### config.mk
export PLATFORM = sky130hd
export DESIGN_NAME = ctr_uart_tx
export DESIGN_NICKNAME = d
export VERILOG_FILES = /design/src/rtl/ctr_uart_tx.sv
export SDC_FILE = /design/constraint.sdc
export NUM_CORES = 1
export LEC_CHECK = 0
export ABC_AREA = 1
export BUFFER_PORTS_ARGS = -buffer_cell sky130_fd_sc_hd__buf_2
export CAP_MARGIN = 20
export CORE_ASPECT_RATIO = 0.5
export CORE_MARGIN = 8
export CORE_UTILIZATION = 46
export DETAILED_ROUTE_END_ITERATION = 16
export MAX_ROUTING_LAYER = met4
export PLACE_DENSITY = 0.72
export SETUP_SLACK_MARGIN = 0.4
export SLEW_MARGIN = 30
export SYNTH_ARGS = -nofsm -noshare
export SYNTH_HDL_FRONTEND = slang
export SYNTH_SLANG_ARGS = --single-unit
export TNS_END_PERCENT = 30
### constraint.sdc
create_clock -name clk -period 1.6 [get_ports clk]
set_input_delay 0.32 -clock clk [delete_from_list [all_inputs] [get_ports clk]]
set_output_delay 0.32 -clock clk [all_outputs]
set_load 0.01 [all_outputs]
### src/rtl/ctr_uart_tx.sv
// Serialises a DATA_W-bit counter sample onto one 8N1 UART line, most-significant byte first.
// Define CTR_UART_TX_HEX_EN to send uppercase ASCII hex digits plus CR/LF instead of raw bytes.
module ctr_uart_tx #(
  parameter int DATA_W  = 32,
  parameter int CLK_DIV = 4
) (
  input  logic              clk,
  input  logic              rst,
  input  logic [DATA_W-1:0] sample_data,
  input  logic              sample_valid,
  output logic              sample_ready,
  output logic              tx,
  output logic              busy
);

  // Handshake: a sample transfers on a rising edge where sample_valid && sample_ready;
  // sample_ready depends only on the state register, never on sample_valid.

`ifdef CTR_UART_TX_HEX_EN
  localparam int NDIG  = DATA_W / 4;
  localparam int NCHAR = NDIG + 2;
`else
  localparam int NCHAR = DATA_W / 8;
`endif
  localparam int CW = $clog2(NCHAR + 1);
  localparam logic [15:0]   DIV_LAST  = 16'(CLK_DIV - 1);
  localparam logic [CW-1:0] CHAR_LAST = CW'(NCHAR - 1);

  typedef enum logic [1:0] {IDLE, START, DATA, STOP} state_t;

  state_t            state_q, state_d;
  logic [DATA_W-1:0] shadow_q, shadow_d;
  logic [15:0]       div_q, div_d;
  logic [2:0]        bit_q, bit_d;
  logic [CW-1:0]     char_q, char_d;
  logic              busy_q, busy_d;
  logic [DATA_W-1:0] shifted;
  logic [7:0]        cur_char;

  // Character currently on the wire, selected from the shadow register.
`ifdef CTR_UART_TX_HEX_EN
  logic [3:0] nib;
  always_comb begin
    shifted  = shadow_q << {char_q, 2'b00};
    nib      = shifted[DATA_W-1 -: 4];
    cur_char = 8'h0A;
    if (char_q < CW'(NDIG)) begin
      if (nib < 4'd10) cur_char = 8'h30 + {4'h0, nib};
      else             cur_char = 8'h37 + {4'h0, nib};
    end else if (char_q == CW'(NDIG)) begin
      cur_char = 8'h0D;
    end
  end
`else
  always_comb begin
    shifted  = shadow_q << {char_q, 3'b000};
    cur_char = shifted[DATA_W-1 -: 8];
  end
`endif

  always_comb begin
    state_d  = state_q;
    shadow_d = shadow_q;
    div_d    = div_q;
    bit_d    = bit_q;
    char_d   = char_q;
    case (state_q)
      IDLE: begin
        if (sample_valid) begin
          shadow_d = sample_data;
          state_d  = START;
          div_d    = DIV_LAST;
          bit_d    = 3'd0;
          char_d   = '0;
        end
      end
      START: begin
        if (div_q == 16'd0) begin
          state_d = DATA;
          div_d   = DIV_LAST;
          bit_d   = 3'd0;
        end else begin
          div_d = div_q - 16'd1;
        end
      end
      DATA: begin
        if (div_q == 16'd0) begin
          div_d = DIV_LAST;
          if (bit_q == 3'd7) state_d = STOP;
          else               bit_d   = bit_q + 3'd1;
        end else begin
          div_d = div_q - 16'd1;
        end
      end
      STOP: begin
        if (div_q == 16'd0) begin
          div_d = DIV_LAST;
          if (char_q == CHAR_LAST) begin
            state_d = IDLE;
          end else begin
            state_d = START;
            char_d  = char_q + CW'(1);
          end
        end else begin
          div_d = div_q - 16'd1;
        end
      end
      default: state_d = IDLE;
    endcase
    busy_d = (state_d != IDLE);
  end

  always_ff @(posedge clk or posedge rst) begin
    if (rst) begin
      state_q  <= IDLE;
      shadow_q <= '0;
      div_q    <= 16'd0;
      bit_q    <= 3'd0;
      char_q   <= '0;
      busy_q   <= 1'b0;
    end else begin
      state_q  <= state_d;
      shadow_q <= shadow_d;
      div_q    <= div_d;
      bit_q    <= bit_d;
      char_q   <= char_d;
      busy_q   <= busy_d;
    end
  end

  // tx decodes straight from registers so reset forces the line high without a clock.
  always_comb begin
    tx = 1'b1;
    case (state_q)
      START:   tx = 1'b0;
      DATA:    tx = cur_char[bit_q];
      default: tx = 1'b1;
    endcase
  end

  assign sample_ready = (state_q == IDLE);
  assign busy         = busy_q;

endmodule

Word-level counts from Yosys, hierarchy flattened
Cells that the tools add are included.
{"block": "totals", "mem_bits_rw": 0, "regBits": 57, "latchBits": 0, "mem_bits_ro": 0, "inputBits": 35, "memories": 0}
{"block": "classes", "n_shift": 1, "n_bitwise": 0, "div": 0, "addsub": 3, "reduce_logical": 9, "mul": 0, "mux": 21, "order_cmp": 1, "eq_ne": 11}
{"operator": "16-bit two-way mux", "count": 2}
{"operator": "16-bit one-hot mux with 2 select lines", "count": 1}
{"operator": "32-bit by 6-bit << shifter with 32-bit output", "count": 1}
{"operator": "3-bit two-way mux", "count": 6}
{"operator": "16-bit logical NOT", "count": 1}
{"operator": "16-bit by 1-bit subtractor with 16-bit output, second input constant", "count": 1}
{"operator": "2-bit != test, second input constant", "count": 6}
{"operator": "2-bit two-way mux", "count": 5}
{"operator": "3-bit one-hot mux with 3 select lines", "count": 1}
{"operator": "2-bit one-hot mux with 4 select lines", "count": 1}
{"operator": "3-bit by 1-bit adder with 3-bit output, second input constant", "count": 2}
{"operator": "3-bit one-hot mux with 2 select lines", "count": 1}
{"operator": "5-bit AND reduction", "count": 1}
{"operator": "2-bit == test, second input constant", "count": 2}
{"operator": "3-bit by 4-bit < comparator with 1-bit output, second input constant", "count": 1}
{"operator": "4-bit AND reduction", "count": 1}
{"operator": "2-bit nonzero test", "count": 2}
{"operator": "1-bit binary-select mux with 3-bit select", "count": 1}
{"operator": "3-bit by 2-bit == test with 1-bit output, second input constant", "count": 1}
{"operator": "3-bit == test, second input constant", "count": 1}
{"operator": "3-bit nonzero test", "count": 1}
{"operator": "3-bit OR reduction", "count": 1}
{"operator": "2-bit by 1-bit == test with 1-bit output, second input constant", "count": 1}
{"operator": "2-bit logical NOT", "count": 1}
{"operator": "other kinds (3)", "count": 4}

Logic depth before layout (Yosys ltp)
Gate-level depths: netlist (run 1).
{"block": "depth", "depth_word": 5, "ltp_mapped": 11}

Least setup slack after synthesis (run 1)
No wires, ideal clock.
{"block": "synth_path", "path_kind": "reg2out", "from": "reg char_q[0]", "to": "out tx", "path_stages_with_launch": 12, "path_slack_ns": 0.083, "arrival_ns": 1.197, "required_time_ns": 1.280, "n_path_buf": 2, "cell_sequence": "dfrtp_1 -> buf_6 -> inv_4 -> buf_4 -> nand2_1 -> nand3_1 -> nand3_1 -> nand2_1 -> nand2_1 -> nand3b_1 -> nand3_1 -> nand2_1"}
{"block": "synth_between", "elab_chain_cells": 4}
{"item": "start: declaration", "line": "35", "source": "logic [CW-1:0] char_q, char_d;"}
{"item": "start signal: assignment", "line": "126", "source": "char_q <= char_d;"}
{"item": "32-bit by 6-bit << shifter with 32-bit output", "line": "56", "source": "shifted = shadow_q << {char_q, 3'b000};"}
{"item": "1-bit binary-select mux with 3-bit select", "line": "136", "source": "DATA: tx = cur_char[bit_q];"}
{"item": "1-bit two-way mux (implied by the code)", "line": "136"}
{"item": "1-bit one-hot mux with 2 select lines", "line": "134", "source": "case (state_q)"}
{"item": "end: declaration", "line": "12", "source": "output logic tx,"}
Every way passes these cells. The select of a mux whose other input is x is not followed.

Worst setup path in the final report (run 1)
Same ends and word-level chain as after synthesis.

==> results.yml, run 1 <==
status:
  status: "finished with violations"
  violations: "negative setup slack"
synth:
  yosys_register_bits: 57
  yosys-top-cells-count: "nand2_1 (75), dfrtp_1 (57), nand3_1 (38), inv_1 (27), mux2_4 (25)"
  synth_fp_nets: 370
  postSynthAreaPerCell_sq_um: 9.54
  synth_area_leaders: "dfrtp_1 (45%), mux2_4 (12%), nand2_1 (9.0%)"
  ys.flop_type: "dfrtp_1"
  synth_top_area_share_pct: 45.4
  synth.most_common_cell: "nand2_1"
  ys_seq_area_share_pct: 45.4
  async_reset_ff_share_pct: 100
  synth_cells: 329
  ys_types: 32
  synth_warnings: 0
  synth_largest_area_cell: "dfrtp_1"
  synth_edf_count: 0
  syn_area_sq_um: 3140
power_and_ir_drop:
  cellLeakagePower_nw: 2.17
  cellPowerDensity_nw_per_um2: 798
  power_mw: 3.55
  vdd_drop_max_mv: 0.595
worst_setup_path:
  reg2reg_to: "busy"
  arrival_ns: 1.72
  path_buf_inv: 2
  r2r_slack_ns: -0.06
  cp.depth: 10
  critPathSlowestCell: "dfrtp_2"
  r2r_cells: 6
  cpMostUsedCell: "nand2_1"
  max_stage_delay_ns: 0.49
  rr_startpoint: "div_q[15]"
  worstSetupStartpointType: "flip-flop"
  crit_fanout: 5
  path_delay_family: "simple AND/OR/NAND/NOR gates"
  cp.required_ns: 1.28
  crit_path_end_kind: "output pin"
  crit_type: "reg -> out"
  crit_chain: "clkbuf_16 -> nand2_1 -> nand3_1 -> nand3_1 -> nand2_1 -> nand2_1 -> nand3b_1 -> nand3_2 -> nand2_2 -> buf_6"
timing:
  worst_slew_margin_rel_pct: 72.4
  worst_pin_slew_ns: 0.414
  setup_viol: 8
  slew_violations: 0
  skew_ns: 0.00547
  setup_ws_ns: -0.444
  rsz0062_at_grt: "yes"
  final.period_utilization_pct: 128
  fmax_mhz: 489
  finalHoldViolCount: 0
  timing.hold.ws_ns: 0.0534
  finalCriticalPeriod_ns: 2.04
global_route:
  grt_util_all_layers_pct: 17.2
  grt_pass1_vias: 2799
  antenna_found_initial: 0
  grt_overflow: 0
  grt_max_degree: 58
  grt_pass1_wl_microns: 13200
finish:
  nFillCells: 431
  diodes: 0
  area_growth_pct: 41.6
  post-route-util_pct: 66.9
  multi_input_area_sq_um: 1910
  drive_gt1_share_pct: 52.8
  nNetsFinal: 443
  seq_area_sq_um: 1430
  instances_no_fill: 499
die:
  dieArea_sq_um: 9880
  ioPinCount: 38
  rows: 21
  dieWidth_microns: 133
  coreArea_sq_um: 6650
  start_util_pct: 47.2
  die_y_microns: 74.4
clock_tree:
  cts_tree: "built"
  cts.sinks: 57
  cts_buffers: 9
  root_buffer: "clkbuf_16"
  cts_hold_buffers: 0
  clockBufferDepth: 2
  h-tree-depth: 3
  cts.reportedPaths.clkPinSlew_ns: 0.05
  clkLatencyLatePin_ns: 0.33
detailed_routing:
  ant_nets: 0
  drt-pass1-iter-count: 5
  first_iter_violations: 228
  wl_per_cell_microns: 17.5
  drc: 0
  viasPerCell: 5.47
  vias: 2731
  wl_microns: 8740
hold_path:
  hold_path.class: "in -> async"
place:
  place_hpwl_microns: 5050
  port_buffers: 37
  dpl.cell_count: 465
  gp_congestion: 0.893
run:
  maxCapViolations: 0
[cells in the final DEF, fill, tap and decap left out, types with 4 or more instances in the layout]
master and instances:
buf_2 36, buf_4 14, buf_6 17, clkbuf_16 10
dfrtp_1 53, dfrtp_2 4, inv_1 19, inv_2 7
mux2_4 32, nand2_1 54, nand2_2 17, nand2_4 6
nand3_1 21, nand3_2 17, nand3_4 4, nor2_1 15
nor2_2 6, nor2_4 4, o21ai_1 8, o21ai_2 10
o22ai_2 6, xor2_1 6
[sequential cells by signal (all words and copies together) (netlist names)]
name	count
busy	1
bit_q	3
div_q	16
char_q	3
state_q	2
shadow_q	32
[power breakdown]
part / total (mW) / switching (mW) / internal [mW]
logic: 0.0808 / 0.0442 / 0.0366
clock network: 2.02 / 0.669 / 1.35
registers: 1.44 / 0 / 1.44
total: 3.55 / 0.713 / 2.83
[routing by layer]
layer  global-route usage (%)  share of wire [%]  up-vias
met5                        -                  0        -
met4                     10.2                3.3        0
met3                     4.18                5.0       34
met2                     28.5                 50      119
met1                     19.1                 42     1341
li1                         -                  -     1237
[worst register-to-register path: stages (launching register included)]
cell and delay, ns:
dfrtp_1 0.45, nor2_1 0.26, nand2_4 0.08, nor3_4 0.25
nand2_1 0.13, o21ai_1 0.21, nand4_1 0.12
[layout make-up]
| type | count | area share, % |
|---|---|---|
| Multi-Input combinational cell | 232 | 42.9 |
| Sequential cell | 57 | 32.2 |
| Timing Repair Buffer | 70 | 12.1 |
| Clock buffer | 10 | 5.15 |
| Inverter | 31 | 3.10 |
| Tap cell | 92 | 2.59 |
| Clock inverter | 6 | 1.86 |
| Timing Repair inverter | 1 | 0.141 |
[worst max-delay path by stage]
stage	startpoint	endpoint	slack, ns
CTS	char_q[0]	tx	-0.39
global placement	char_q[0]	tx	-0.04
detailed placement	char_q[0]	tx	-0.06
finish	char_q[0]	tx	-0.44
global route	char_q[0]	tx	-0.53
floorplan	char_q[0]	tx	0.08
[per-stage QoR]
step	worst slack, ns	TNS [ns]	area, sq um
final	-0.444	-0.650	4450
after global routing	-0.532	-1.51	4450
after CTS	-0.395	-0.395	4200
after detailed placement	-0.0634	-0.107	3490
after global placement	-0.0420	-0.0420	3490
after floorplan	0.0830	0	3140
[kinds of logic (layout without fill, tap and decap cells)]
family / count (synthesis) / count (layout) / synth area share [%]
XOR/XNOR: 8 / 8 / 2.23
AND/OR/NAND/NOR: 155 / 155 / 23.6
AO/OA/AOI/OAI: 31 / 31 / 5.42
buffers and inverters: 40 / 118 / 6.50
flip-flops: 57 / 57 / 45.4
adder cells (fa/ha/maj): 6 / 6 / 2.39
multiplexers: 32 / 32 / 14.5
[what timing repair did]
action | 4_1_cts | 5_1_grt
setup buffers | 11 | 5
gates cloned | 0 | 2
gates resized for setup | 82 | 51
pin swaps | 26 | 35
setup endpoints to repair | 59 | 59
Note: power is estimated with default switching activity, not from simulation.
==> run 2: changes to the inputs <==
--- a/config.mk
+++ b/config.mk
@@ -13,7 +13,8 @@
 export CORE_UTILIZATION = 46
 export DETAILED_ROUTE_END_ITERATION = 16
 export MAX_ROUTING_LAYER = met4
-export PLACE_DENSITY = 0.72
+export PLACE_DENSITY = 0.69
+export RECOVER_POWER = 100
 export SETUP_SLACK_MARGIN = 0.4
 export SLEW_MARGIN = 30
 export SYNTH_ARGS = -nofsm -noshare
==> constraint.sdc (replaced) <==
create_clock -name clk -period 2.2 [get_ports clk]
set_input_delay 0.44 -clock clk [delete_from_list [all_inputs] [get_ports clk]]
set_output_delay 0.44 -clock clk [all_outputs]
set_load 0.01 [all_outputs]
==> run 2 against run 1 <==
The run now ends clean. Cell count down 5.0%. Design area is 15% lower. Clock power down 32%. Sequential share of layout area increased by 5.7 points. Highest routed layer unchanged. Combinational power shrank 34%. Sequential power fell by 27%. Largest cell class unchanged. Flip-flop and latch count unchanged. Core utilization fell by 10 points. Critical endpoint unchanged. Setup slack improved by 0.51 ns.
==> results.yml, run 2 (synthesis gave the netlist of run 1 again) <==
place:
  place_hpwl_microns: 4670
  post-place-ws_ns: 0.270
  dpl.cell_count: 451
  gp_congestion: 0.971
  port_buffers: 37
  placed_cell_area_sq_um: 3390
finish:
  layout_common_cells: "nand2_1 (75), dfrtp_1 (55), buf_2 (37)"
  post-route-util_pct: 56.7
  drive_gt1_share_pct: 31.4
  largest_reg_flops: 32
  layout_commonest_cell: "nand2_1"
  area_growth_pct: 20.0
  top_regs: "shadow_q: 32 flops, div_q: 16 flops"
  final_cell_area_sq_um: 3770
  diodes: 0
  instances_no_fill: 474
  top_register: "shadow_q"
  nNetsFinal: 419
power_and_ir_drop:
  power_switching_share_pct: 19.1
  vdd_drop_max_mv: 0.451
  combPwrFrac_pct: 2.1
  cellPowerDensity_nw_per_um2: 656
  power_mw: 2.47
  p_seq_share_pct: 42.5
  p_sw_mw: 0.473
  cellLeakagePower_nw: 1.87
  clkPwrFrac_pct: 55.3
  p_int_mw: 2.00
die:
  dieWidth_microns: 133
  start_util_pct: 47.2
  ioPinCount: 38
  dieArea_sq_um: 9880
  die_y_microns: 74.4
  coreArea_sq_um: 6650
  rows: 21
timing:
  skew_ns: 0.00551
  finalHoldViolCount: 0
  timing.hold.ws_ns: 0.344
  setup_ws_ns: 0.0645
  rsz0062_at_grt: "yes"
  finalCriticalPeriod_ns: 2.14
  final.period_utilization_pct: 97.1
  worst_pin_slew_ns: 1.21
  setup_tns_ns: 0
  fmax_mhz: 468
  worst_slew_margin_rel_pct: 18.8
  setup_viol: 0
  slew_violations: 0
detailed_routing:
  ant_nets: 0
  viasPerCell: 5.03
  drc: 0
  wl_per_cell_microns: 13.9
  wl_microns: 6590
  vias: 2383
  drt-pass1-iter-count: 4
  first_iter_violations: 116
global_route:
  grt_util_all_layers_pct: 14.6
  grt_max_degree: 38
  grt_overflow: 0
  grt_pass1_vias: 2393
  antenna_found_initial: 0
  grt_pass1_wl_microns: 11200
clock_tree:
  h-tree-depth: 3
  clockBufferDepth: 2
  cts.sinks: 57
  cts_tree: "built"
  cts.reportedPaths.clkPinSlew_ns: 0.05
  root_buffer: "clkbuf_16"
  clkLatencyLatePin_ns: 0.33
  cts_buffers: 9
  cts_hold_buffers: 0
worst_setup_path:
  crit_fanout: 8
  crit_path_end_kind: "output pin"
  crit_type: "reg -> out"
  worstSetupStartpointType: "flip-flop"
  arrival_ns: 1.70
  cp.required_ns: 1.76
run:
  maxCapViolations: 0
hold_path:
  hold_path.class: "in -> reg"
status:
  status: "finished clean"
-- run 2: cell types whose count changed in the layout (fill, tap and decap cells not counted), sizes merged --
cell and change:
buf -24, clkbuf +3, clkinv -2, bufinv -1, clkinvlp -1
-- run 2: what timing repair did --
action	CTS	global route
gates cloned	0	1
endpoints found under the setup margin	10	12
gates resized for setup	4	6
setup buffers	3	4
pin swaps	0	3
-- run 2: layout make-up --
| cell class | count | area (sq um) |
|---|---|---|
| fillers | 573 | 2880 |
| multi-input cells | 232 | 1530 |
| flip-flops and latches | 57 | 1430 |
| repair buffers | 47 | 274 |
| clock buffers | 12 | 256 |
| inverters | 31 | 123 |
| well taps | 92 | 115 |
| clock inverters | 3 | 40.0 |
-- run 2: final timing paths --
kind | from | endpoint | slack [ns] | cells past startpoint
worst max register to register | div_q[0] | div_q[5] | 0.55 | 10
max in group asynchronous | rst | shadow_q[30] | 0.58 | 3
worst min register to register | shadow_q[13] | shadow_q[13] | 0.51 | 1
worst min-delay path | sample_data[23] | shadow_q[23] | 0.34 | 2
worst max-delay path | char_q[0] | tx | 0.06 | 10
min in group asynchronous | rst | div_q[15] | 0.36 | 2
-- run 2: power groups by stage --
stage	clock, mW	combinational, mW	sequential (mW)
floorplan	0	0.0170	1.07
global placement	0	0.0577	1.07
detailed placement	0	0.0597	1.07
CTS	1.40	0.0599	1.05
global route	1.44	0.0616	1.05
finish	1.37	0.0531	1.05
-- run 2: layer usage --
metal | global-route usage (%) | wire length (microns) | vias up
met4 | 7.48 | 129 | 0
met2 | 23.2 | 3100 | 60
met1 | 17.1 | 3110 | 1118
met5 | - | 0 | -
met3 | 3.91 | 243 | 14
li1 | - | - | 1191
-- run 2: critical path, stage by stage, from the launching register on --
cell and delay, ns:
dfrtp_2 0.48, buf_4 0.17, nand2_1 0.07, nand3_1 0.09, nand3_1 0.09, nand2_1 0.05
nand2_1 0.05, nand3_1 0.09, nand3_2 0.08, nand2_1 0.05, buf_2 0.14
